[src/rtl/mips_pkg.sv]
// Shared definitions for the pipe_MIPS20 execution core: opcodes, instruction
// field positions, operation classes and the immediate sign-extension helper.
package mips_pkg;

  localparam logic [5:0] OP_ADD  = 6'h00;
  localparam logic [5:0] OP_SUB  = 6'h01;
  localparam logic [5:0] OP_AND  = 6'h02;
  localparam logic [5:0] OP_OR   = 6'h03;
  localparam logic [5:0] OP_SLT  = 6'h04;
  localparam logic [5:0] OP_MUL  = 6'h05;
  localparam logic [5:0] OP_ADDI = 6'h0A;
  localparam logic [5:0] OP_SUBI = 6'h0B;
  localparam logic [5:0] OP_SLTI = 6'h0C;
  localparam logic [5:0] OP_HLT  = 6'h3F;

  localparam int OP_LSB  = 26;
  localparam int RS_LSB  = 21;
  localparam int RT_LSB  = 16;
  localparam int RD_LSB  = 11;
  localparam int IMM_LSB = 0;

  typedef enum logic [1:0] {RR_ALU, RM_ALU, HALT, ILLEGAL} op_class_e;

  function automatic op_class_e classify(input logic [5:0] op);
    case (op)
      OP_ADD, OP_SUB, OP_AND, OP_OR, OP_SLT, OP_MUL: return RR_ALU;
      OP_ADDI, OP_SUBI, OP_SLTI:                     return RM_ALU;
      OP_HLT:                                        return HALT;
      default:                                       return ILLEGAL;
    endcase
  endfunction

  // Widest legal datapath is 64 bits; callers truncate to DATA_W.
  function automatic logic [63:0] sext(input logic [15:0] imm);
    return {{48{imm[15]}}, imm};
  endfunction

endpackage

[src/rtl/mips_exec_pipe_if.sv]
// Instruction stream and writeback bus of the execution core.
interface mips_exec_pipe_if #(
  parameter int DATA_W = 32,
  parameter int REG_AW = 5
);
  logic              instr_valid;
  logic [31:0]       instr;
  logic              instr_ready;
  logic              wb_valid;
  logic [REG_AW-1:0] wb_addr;
  logic [DATA_W-1:0] wb_data;

  modport master (output instr_valid, instr, input instr_ready, wb_valid, wb_addr, wb_data);
  modport slave  (input instr_valid, instr, output instr_ready, wb_valid, wb_addr, wb_data);
endinterface

[src/rtl/mips_alu.sv]
// Combinational integer ALU of the execute stage.
module mips_alu import mips_pkg::*; #(
  parameter int DATA_W = 32
) (
  input  logic [5:0]               op,
  input  logic signed [DATA_W-1:0] a,
  input  logic signed [DATA_W-1:0] b,
  output logic signed [DATA_W-1:0] result
);

  // Opcode-selected operation; add/sub/mul wrap, set-less-than is signed
  always_comb begin
    result = '0;
    case (op)
      OP_ADD, OP_ADDI: result = a + b;
      OP_SUB, OP_SUBI: result = a - b;
      OP_AND:          result = a & b;
      OP_OR:           result = a | b;
      OP_SLT, OP_SLTI: result = {{(DATA_W-1){1'b0}}, (a < b)};
      OP_MUL:          result = a * b;
      default:         result = '0;
    endcase
  end

endmodule

[src/rtl/mips_exec_pipe.sv]
// Three-stage (decode/execute/writeback) integer core with internal register
// file, execute-to-decode bypass or one-cycle interlock, and halt drain.
module mips_exec_pipe import mips_pkg::*; #(
  parameter int DATA_W = 32,
  parameter int NREG   = 32,
  parameter bit FWD_EN = 1'b1,
  localparam int REG_AW = $clog2(NREG)
) (
  input  logic                     clk1,
  input  logic                     reset,
  mips_exec_pipe_if.slave          bus,
  output logic signed [DATA_W-1:0] alu_result,
  output logic signed [DATA_W-1:0] debug_operand1,
  output logic signed [DATA_W-1:0] debug_operand2,
  output logic                     halted_out,
  output logic                     illegal_op,
  input  logic [REG_AW-1:0]        dbg_raddr,
  output logic signed [DATA_W-1:0] dbg_rdata
);

  logic signed [DATA_W-1:0] rf [NREG];

  logic                     vld_p0;
  logic [31:0]              instr_p0;
  logic                     vld_p1, we_p1;
  logic [5:0]               op_p1;
  logic [REG_AW-1:0]        dest_p1;
  logic signed [DATA_W-1:0] a_p1, b_p1;

  logic                     halt_seen, stall, accept, commit;
  logic [5:0]               op_p0;
  logic [REG_AW-1:0]        rs_p0, rt_p0, rd_p0, dest_p0;
  op_class_e                cls_p0;
  logic                     we_p0, hit_a, hit_b;
  logic signed [DATA_W-1:0] imm_ext_p0, a_p0, b_p0;

  assign op_p0      = instr_p0[OP_LSB +: 6];
  assign rs_p0      = instr_p0[RS_LSB +: REG_AW];
  assign rt_p0      = instr_p0[RT_LSB +: REG_AW];
  assign rd_p0      = instr_p0[RD_LSB +: REG_AW];
  assign imm_ext_p0 = DATA_W'(sext(instr_p0[IMM_LSB +: 16]));
  assign cls_p0     = classify(op_p0);

  // Decode: destination, hazard match against execute, operand selection
  always_comb begin
    dest_p0 = (cls_p0 == RR_ALU) ? rd_p0 : rt_p0;
    we_p0   = ((cls_p0 == RR_ALU) || (cls_p0 == RM_ALU)) && (dest_p0 != '0);
    // we_p1 already excludes R0, so R0 can never match a bypass
    hit_a   = vld_p0 && vld_p1 && we_p1 && (dest_p1 == rs_p0) &&
              ((cls_p0 == RR_ALU) || (cls_p0 == RM_ALU));
    hit_b   = vld_p0 && vld_p1 && we_p1 && (dest_p1 == rt_p0) && (cls_p0 == RR_ALU);
    stall   = !FWD_EN && (hit_a || hit_b);
    a_p0    = (FWD_EN && hit_a) ? alu_result : rf[rs_p0];
    if (cls_p0 == RM_ALU)
      b_p0 = imm_ext_p0;
    else
      b_p0 = (FWD_EN && hit_b) ? alu_result : rf[rt_p0];
  end

  assign bus.instr_ready = !halt_seen && !stall;
  assign accept          = bus.instr_valid && bus.instr_ready;
  assign commit          = vld_p1 && we_p1;

  // Decode register: holds during a stall, rejected cycles load a bubble
  always_ff @(posedge clk1 or posedge reset) begin
    if (reset) begin
      vld_p0   <= 1'b0;
      instr_p0 <= '0;
    end else if (!stall) begin
      vld_p0   <= accept;
      instr_p0 <= accept ? bus.instr : 32'h0;
    end
  end

  // Sticky status: halt accepted, undefined opcode accepted, halt retired
  always_ff @(posedge clk1 or posedge reset) begin
    if (reset) begin
      halt_seen  <= 1'b0;
      illegal_op <= 1'b0;
      halted_out <= 1'b0;
    end else begin
      if (accept && classify(bus.instr[OP_LSB +: 6]) == HALT)    halt_seen  <= 1'b1;
      if (accept && classify(bus.instr[OP_LSB +: 6]) == ILLEGAL) illegal_op <= 1'b1;
      if (vld_p1 && op_p1 == OP_HLT)                              halted_out <= 1'b1;
    end
  end

  // ---- decode / execute boundary ----
  // Execute register: a stall inserts a bubble behind the held decode entry
  always_ff @(posedge clk1 or posedge reset) begin
    if (reset) begin
      vld_p1  <= 1'b0;
      we_p1   <= 1'b0;
      op_p1   <= '0;
      dest_p1 <= '0;
      a_p1    <= '0;
      b_p1    <= '0;
    end else begin
      vld_p1  <= vld_p0 && !stall;
      we_p1   <= we_p0;
      op_p1   <= op_p0;
      dest_p1 <= dest_p0;
      a_p1    <= a_p0;
      b_p1    <= b_p0;
    end
  end

  mips_alu #(.DATA_W(DATA_W)) u_alu (
    .op     (op_p1),
    .a      (a_p1),
    .b      (b_p1),
    .result (alu_result)
  );

  assign debug_operand1 = a_p1;
  assign debug_operand2 = b_p1;

  // ---- execute / writeback boundary ----
  // Register file write and registered writeback report
  always_ff @(posedge clk1 or posedge reset) begin
    if (reset) begin
      for (int i = 0; i < NREG; i++) rf[i] <= '0;
      bus.wb_valid <= 1'b0;
      bus.wb_addr  <= '0;
      bus.wb_data  <= '0;
    end else begin
      bus.wb_valid <= commit;
      if (commit) begin
        rf[dest_p1]  <= alu_result;
        bus.wb_addr  <= dest_p1;
        bus.wb_data  <= alu_result;
      end
    end
  end

  assign dbg_rdata = (dbg_raddr == '0) ? '0 : rf[dbg_raddr];

endmodule

[src/flat_wrapper.sv]
// flat-port wrapper written by rule: the top's interface ports become plain ports
module mips_exec_pipe_flat import mips_pkg::*;
#(
  parameter int DATA_W = 32,
  parameter int NREG   = 32,
  parameter bit FWD_EN = 1'b1,
  localparam int REG_AW = $clog2(NREG)
)
  (clk1, reset, alu_result, debug_operand1, debug_operand2, halted_out, illegal_op, dbg_raddr, dbg_rdata, bus_instr_valid, bus_instr, bus_instr_ready, bus_wb_valid, bus_wb_addr, bus_wb_data);
  mips_exec_pipe_if #(.DATA_W(DATA_W), .REG_AW(5)) bus_i ();
  input  logic clk1;
  input  logic reset;
  output logic signed [DATA_W-1:0] alu_result;
  output logic signed [DATA_W-1:0] debug_operand1;
  output logic signed [DATA_W-1:0] debug_operand2;
  output logic halted_out;
  output logic illegal_op;
  input  logic [REG_AW-1:0] dbg_raddr;
  output logic signed [DATA_W-1:0] dbg_rdata;
  input wire logic [$bits(bus_i.instr_valid)-1:0] bus_instr_valid;
  input wire logic [$bits(bus_i.instr)-1:0] bus_instr;
  output wire logic [$bits(bus_i.instr_ready)-1:0] bus_instr_ready;
  output wire logic [$bits(bus_i.wb_valid)-1:0] bus_wb_valid;
  output wire logic [$bits(bus_i.wb_addr)-1:0] bus_wb_addr;
  output wire logic [$bits(bus_i.wb_data)-1:0] bus_wb_data;
  assign bus_i.instr_valid = bus_instr_valid;
  assign bus_i.instr = bus_instr;
  assign bus_instr_ready = bus_i.instr_ready;
  assign bus_wb_valid = bus_i.wb_valid;
  assign bus_wb_addr = bus_i.wb_addr;
  assign bus_wb_data = bus_i.wb_data;
  mips_exec_pipe #(.DATA_W(DATA_W), .NREG(NREG), .FWD_EN(FWD_EN)) u_core (.clk1(clk1), .reset(reset), .bus(bus_i), .alu_result(alu_result), .debug_operand1(debug_operand1), .debug_operand2(debug_operand2), .halted_out(halted_out), .illegal_op(illegal_op), .dbg_raddr(dbg_raddr), .dbg_rdata(dbg_rdata));
endmodule
[config.mk]
export PLATFORM = sky130hd
export DESIGN_NAME = mips_exec_pipe_flat
export DESIGN_NICKNAME = d
export VERILOG_FILES = /design/src/rtl/mips_pkg.sv /design/src/rtl/mips_exec_pipe_if.sv /design/src/rtl/mips_alu.sv /design/src/rtl/mips_exec_pipe.sv /design/src/flat_wrapper.sv
export SDC_FILE = /design/constraint.sdc
export NUM_CORES = 2
export LEC_CHECK = 0
export BUFFER_PORTS_ARGS = -buffer_cell sky130_fd_sc_hd__buf_2
export CAP_MARGIN = 20
export CORE_MARGIN = 3
export CORE_UTILIZATION = 40
export DETAILED_ROUTE_END_ITERATION = 6
export GPL_ROUTABILITY_DRIVEN = 0
export GPL_TIMING_DRIVEN = 0
export PLACE_DENSITY = 0.53
export SLEW_MARGIN = 15
export SYNTH_ARGS = -nofsm -noshare
export SYNTH_HDL_FRONTEND = slang
export SYNTH_SLANG_ARGS = --single-unit
[constraint.sdc]
create_clock -name clk1 -period 119.5 [get_ports clk1]
set_clock_uncertainty 0.2 [all_clocks]
set_input_delay 35.85 -clock clk1 [delete_from_list [all_inputs] [get_ports clk1]]
set_output_delay 35.85 -clock clk1 [all_outputs]
set_load 0.005 [all_outputs]
# Word level (Yosys, flattened, before mapping)
# Index checks and enable logic that the tools add are counted.
dict set report totals {
  ff_bits 1175
  wordCells 142
}
dict set report classes {
  n_addsub 2
  n_mul 1
  magnitude_cmp 6
  n_eq_ne 32
  mux 21
  n_bitwise 6
  n_reduce_logical 28
}
# cell n
set op_table {}
lappend op_table {{1024-bit bitwise mux} 1}
lappend op_table {{32-bit binary-select mux with 5-bit select} 3}
lappend op_table {{32-bit two-way mux} 12}
lappend op_table {{32-bit case mux with 6 select lines} 1}
lappend op_table {{32-bit demux with 5-bit select} 1}
lappend op_table {{6-bit by 4-bit == test with 1-bit output (second input constant)} 9}
lappend op_table {{6-bit by 2-bit == test with 1-bit output (second input constant)} 6}
lappend op_table {{6-bit by 3-bit == test with 1-bit output (second input constant)} 6}
lappend op_table {{32-bit adder} 1}
lappend op_table {{32-bit bitwise AND} 1}
lappend op_table {{32-bit < comparator} 1}
lappend op_table {{32-bit by 32-bit multiplier with 32-bit output} 1}
lappend op_table {{32-bit OR} 1}
lappend op_table {{32-bit subtractor} 1}
lappend op_table {{6-bit greater-or-equal comparator (second input constant)} 4}
lappend op_table {{5-bit NOT with 6-bit output} 4}
lappend op_table {{6-bit by 1-bit == test with 1-bit output (second input constant)} 3}
lappend op_table {{6-bit == test (second input constant)} 3}
lappend op_table {{6-bit zero test} 3}
lappend op_table {{1-bit logical AND} 13}
lappend op_table {{2-bit case mux with 3 select lines} 2}
lappend op_table {{6-bit OR reduction} 2}
lappend op_table {{5-bit == test} 2}
lappend op_table {{6-bit by 1-bit < comparator with 1-bit output (second input constant)} 1}
lappend op_table {{10 further kinds} 14}

# Depth between registers and ports, before layout
dict set report logic_depth {
  ltp_word 7
  depth_mapped 32
}

# Hierarchy
# A second synthesis with hierarchy kept.
dict set report unflattened {
  cells_unflattened 6831
  area_unflattened_um2 86964.7
}
# mod instances cells_each area_each_um2 seq_area_each_um2
set by_module_without_submodules {}
lappend by_module_without_submodules {mips_exec_pipe 1 4367 67008.0 29403.2}
lappend by_module_without_submodules {mips_alu 1 2464 19956.6 0.0}

# Worst setup path after synthesis
# OpenSTA, ideal clock, no wires.
dict set report synth_timing {
  kind {in2out}
  from {input dbg_raddr[0]}
  to {output dbg_rdata[25]}
  t_arrival_ps 38269
  t_required_ps 83450
  slack_ps 45181
  path_stages 7
  path_cell_list {clkbuf_1 -> clkbuf_1 -> buf_1 -> mux4_2 -> mux4_2 -> mux2i_1 -> nor2_1}
}
dict set report synth_via {
  elab_chain_len 5
  word_cells_on_any_way 6
  cone_classes {mux: 4; bitwise: 1; reduce/logical: 1}
}
# element line_no
set synth_rtl {}
lappend synth_rtl {{start: declaration} flat_wrapper.sv:18} ;# input logic [REG_AW-1:0] dbg_raddr;
lappend synth_rtl {{5-bit NOT with 6-bit output (not written as such)} mips_exec_pipe.sv:136} ;# assign dbg_rdata = (dbg_raddr == '0) ? '0 : rf[dbg_raddr];
lappend synth_rtl {{32-bit binary-select mux with 5-bit select} mips_exec_pipe.sv:136}
lappend synth_rtl {{32-bit two-way mux (not written as such) (2 in a row)} mips_exec_pipe.sv:136}
lappend synth_rtl {{32-bit two-way mux *} mips_exec_pipe.sv:136}
lappend synth_rtl {{end: declaration} flat_wrapper.sv:19} ;# output logic signed [DATA_W-1:0] dbg_rdata;
# Mark *: on every way between the ends. The rest lies on a longest branch, timed or not. The select of a mux whose other input is x is not followed.

# Final worst setup path
dict set report layout_timing {
  from {input dbg_raddr[0]}
  to {output dbg_rdata[11]}
}
# The elaborated chain is that of the path after synthesis.

==> key figures <==
Setup path
  – Critical-path maximum fanout: 10
  – Critical path data required time: roughly 83 ns
  – WP data arrival: ~40 ns
  – Critical Path Start Type: input pin
  – CP Capture Type: output pin
  – Critical path type: in -> out

Timing
  – Hold Fails Final Rpt: 0
  – Fmax achieved: ~13 MHz
  – Final setup fails: 0
  – Rel. slew slack: 0.116
  – Crit share post-route: 0.636
  – Setup TNS: 0 ns
  – Slew Limit Fails: 0
  – Unrepaired setup endpoints after global routing: no
  – Least-Margin Pin Slew: 1.33 ns
  – Crit path time final: around 76 ns

Yosys
  – Synth unique cells: 95
  – Synth Register Bits: ~1.2k
  – Synth top area cells: dfrtp_1 34%, mux4_2 25%, fa_1 9.6%
  – Synth top area share: 0.343
  – Top-count cell post-synth: dfrtp_1
  – Main synth FF type: dfrtp_1
  – Cell Area, Synth: 85,800 sq um
  – Cells after Synth: between 7k and 8k
  – Yosys top cell by area: dfrtp_1
  – Sequential element share of the synthesized area: 0.343
  – Ys Warns: 0
  – Top post-synthesis cells by count: 1,175 x dfrtp_1, 1,120 x nor2_1, 960 x mux4_2
  – Number of synthesized flops with an enable pin: 0
  – Ys async rst share: 1.00
  – Synthesized area per cell: between 10 and 15 sq um
  – Synthesized net count: roughly 8.4k

Power and ir drop
  – Power Density: ~8.8 nW/um^2
  – Overall power: 0.000839 W
  – Worst vdd rail ir drop: 12.9 uV
  – P_leak: between 40 and 50 nW

Routing
  – Post-route ant nets: 0
  – Via count: between 70k and 80k
  – Detailed-route DRC error count: 0
  – Routed wire length per instance: ~36 microns
  – Via density: ~6.5
  – DRT iter0 DRCs: ~11k
  – Final WL: ~400,000 microns
  – Pre-Repair DR Iteration Count: 7

Layout
  – Fill cells: around 20k
  – Net count, final: 8,844
  – Multi-input gate area: just over 50,000 sq um
  – Util after Layout: 0.450
  – Final Non-Filler Cells: between 10k and 15k
  – Share of layout cells above drive strength 1: 0.208
  – Area growth from synthesis to layout: 11.7%
  – Register area: between 20,000 and 30,000 sq um

Clocking
  – Post-cts sizing count: 0
  – CTS tree: built
  – Clock sinks: approximately 1.2k
  – H-tree levels: 3
  – Cts hold-fix bufs: 0
  – Clk slew on worst S/H paths: ~0.06 ns
  – Clock latency on the worst-skew pair: slightly above 0.8 ns
  – Post-CTS setup buffers: 0
  – CTS root buffer: clkbuf_16
  – Inserted Clock Buffers: 120
  – Clk buf depth: 3

Global routing
  – Vias in the first global route: ~70k
  – First-pass GRT wire length: 548,000 microns
  – Gr ovfl total: 0
  – GRT Total Usage: 0.359
  – Initial antenna violation count: 27
  – Largest net degree at the start of global routing: about 120

Place
  – Count of input and output buffers: 205
  – Cells after DPL: around 11k
  – Post-DP HPWL: about 310,000 microns

Floorplanning
  – Initial Util: 0.403
  – Die ar.: roughly 220,000 sq um
  – Row cnt: roughly 170
  – Area of the core: ~210,000 sq um
  – Top Ports: about 210
  – Die height: 469 microns
  – Die Wd: 469 microns

Flow run
  – Max-cap check violation count: 0

Worst hold path
  – Min-Delay Path Class: reg -> reg

Run status
  – Outcome: finished, final reports clean
-- sequential cells by signal, indices dropped and copies added (netlist names), 5 cells and up --
name / flops
u_core.rf: 1024
u_core.bus.wb_data: 32
u_core.debug_operand1: 32
u_core.debug_operand2: 32
u_core.instr_p0: 32
u_core.op_p1: 6
u_core.bus.wb_addr: 5
u_core.dest_p1: 5
-- worst paths after layout --
path,startpoint,endpoint,slack [ns],cells past startpoint
hold / removal,u_core.instr_p0[7]$_DFF_PP0_,u_core.debug_operand2[7]$_DFF_PP0_,0.24,2
setup / recovery,dbg_raddr[0],dbg_rdata[11],43.50,9
max in group asynchronous,reset,u_core.rf[1]$_DFFE_PP0P_,81.30,7
hold reg to reg,u_core.instr_p0[7]$_DFF_PP0_,u_core.debug_operand2[7]$_DFF_PP0_,0.24,2
setup reg to reg,u_core.debug_operand1[5]$_DFF_PP0_,u_core.debug_operand1[24]$_DFF_PP0_,107.81,30
min in group asynchronous,reset,u_core.bus.wb_data[23]$_DFFE_PP0P_,34.92,2
-- stage by stage --
step / cell area [sq um] / hold slack, ns / worst slack (ns)
final: 95800 / 0.242 / 43.50
after detailed placement: 91500 / 0.229 / 43.75
after global routing: 95700 / 0.255 / 43.55
after CTS: 95600 / 0.245 / 43.73
after floorplan: 85800 / 0.154 / 45.18
after global placement: 90300 / 0.223 / 36.86
-- power by group --
part / switching [W] / leakage (nW) / total, W / internal [W]
clock: 0.000180 / 2.03 / 0.000404 / 0.000224
combinational: 0.0000245 / 22.6 / 0.0000347 / 0.0000101
sequential: 0.00000136 / 16.4 / 0.000400 / 0.000399
total: 0.000206 / 41.1 / 0.000839 / 0.000633
-- logic make-up (layout without fill, tap and decap cells) --
kind of cell	count (synthesis)	in the layout	synth area share
AOI/OAI and AO/OA	1488	1488	0.0963
xor gates and xnor gates	120	120	0.0123
adders and majority gates	656	656	0.132
buffers and inverters	1223	1724	0.0553
DFF	1175	1175	0.343
muxes	1078	1078	0.267
other	0	15	0
and+or+nand+nor	2012	2012	0.0942
-- worst max-delay path, cell delays in order --
cell and delay (ns):
clkbuf_1 0.27, clkbuf_1 0.76, buf_2 0.71, clkbuf_1 0.67, mux4_2 0.45, mux4_2 0.61
mux2i_1 0.39, nor2_1 0.07, buf_2 0.14
-- routing by layer --
metal	track usage	vias to the layer above	wire, microns
met1	0.438	37100	137000
met4	0.246	14	33900
met5	0.00281	-	137
met2	0.530	5407	174000
met3	0.134	1214	55300
li1	-	28200	-
-- final cells by class --
| class | instances | share of cell area |
|---|---|---|
| antenna | 15 | 0.000392 |
| buffer | 678 | 0.0295 |
| clock buffer | 164 | 0.0360 |
| clock inverter | 63 | 0.00706 |
| inverter | 545 | 0.0214 |
| multi-input combinational | 5354 | 0.539 |
| sequential | 1175 | 0.307 |
| tap | 2821 | 0.0369 |
| timing repair buffer | 274 | 0.0222 |
-- layout by cell type (no fill, tap or decap), types with 311 or more instances in the layout --
cell type / instances
mux4_2: 960
fa_1: 410
buf_2: 311
nor2_1: 1115
inv_1: 532
nand2_1: 689
dfrtp_1: 1175
clkbuf_1: 461
o21ai_0: 474
a21oi_1: 751
No activity file was read; power rests on OpenSTA's default activity.
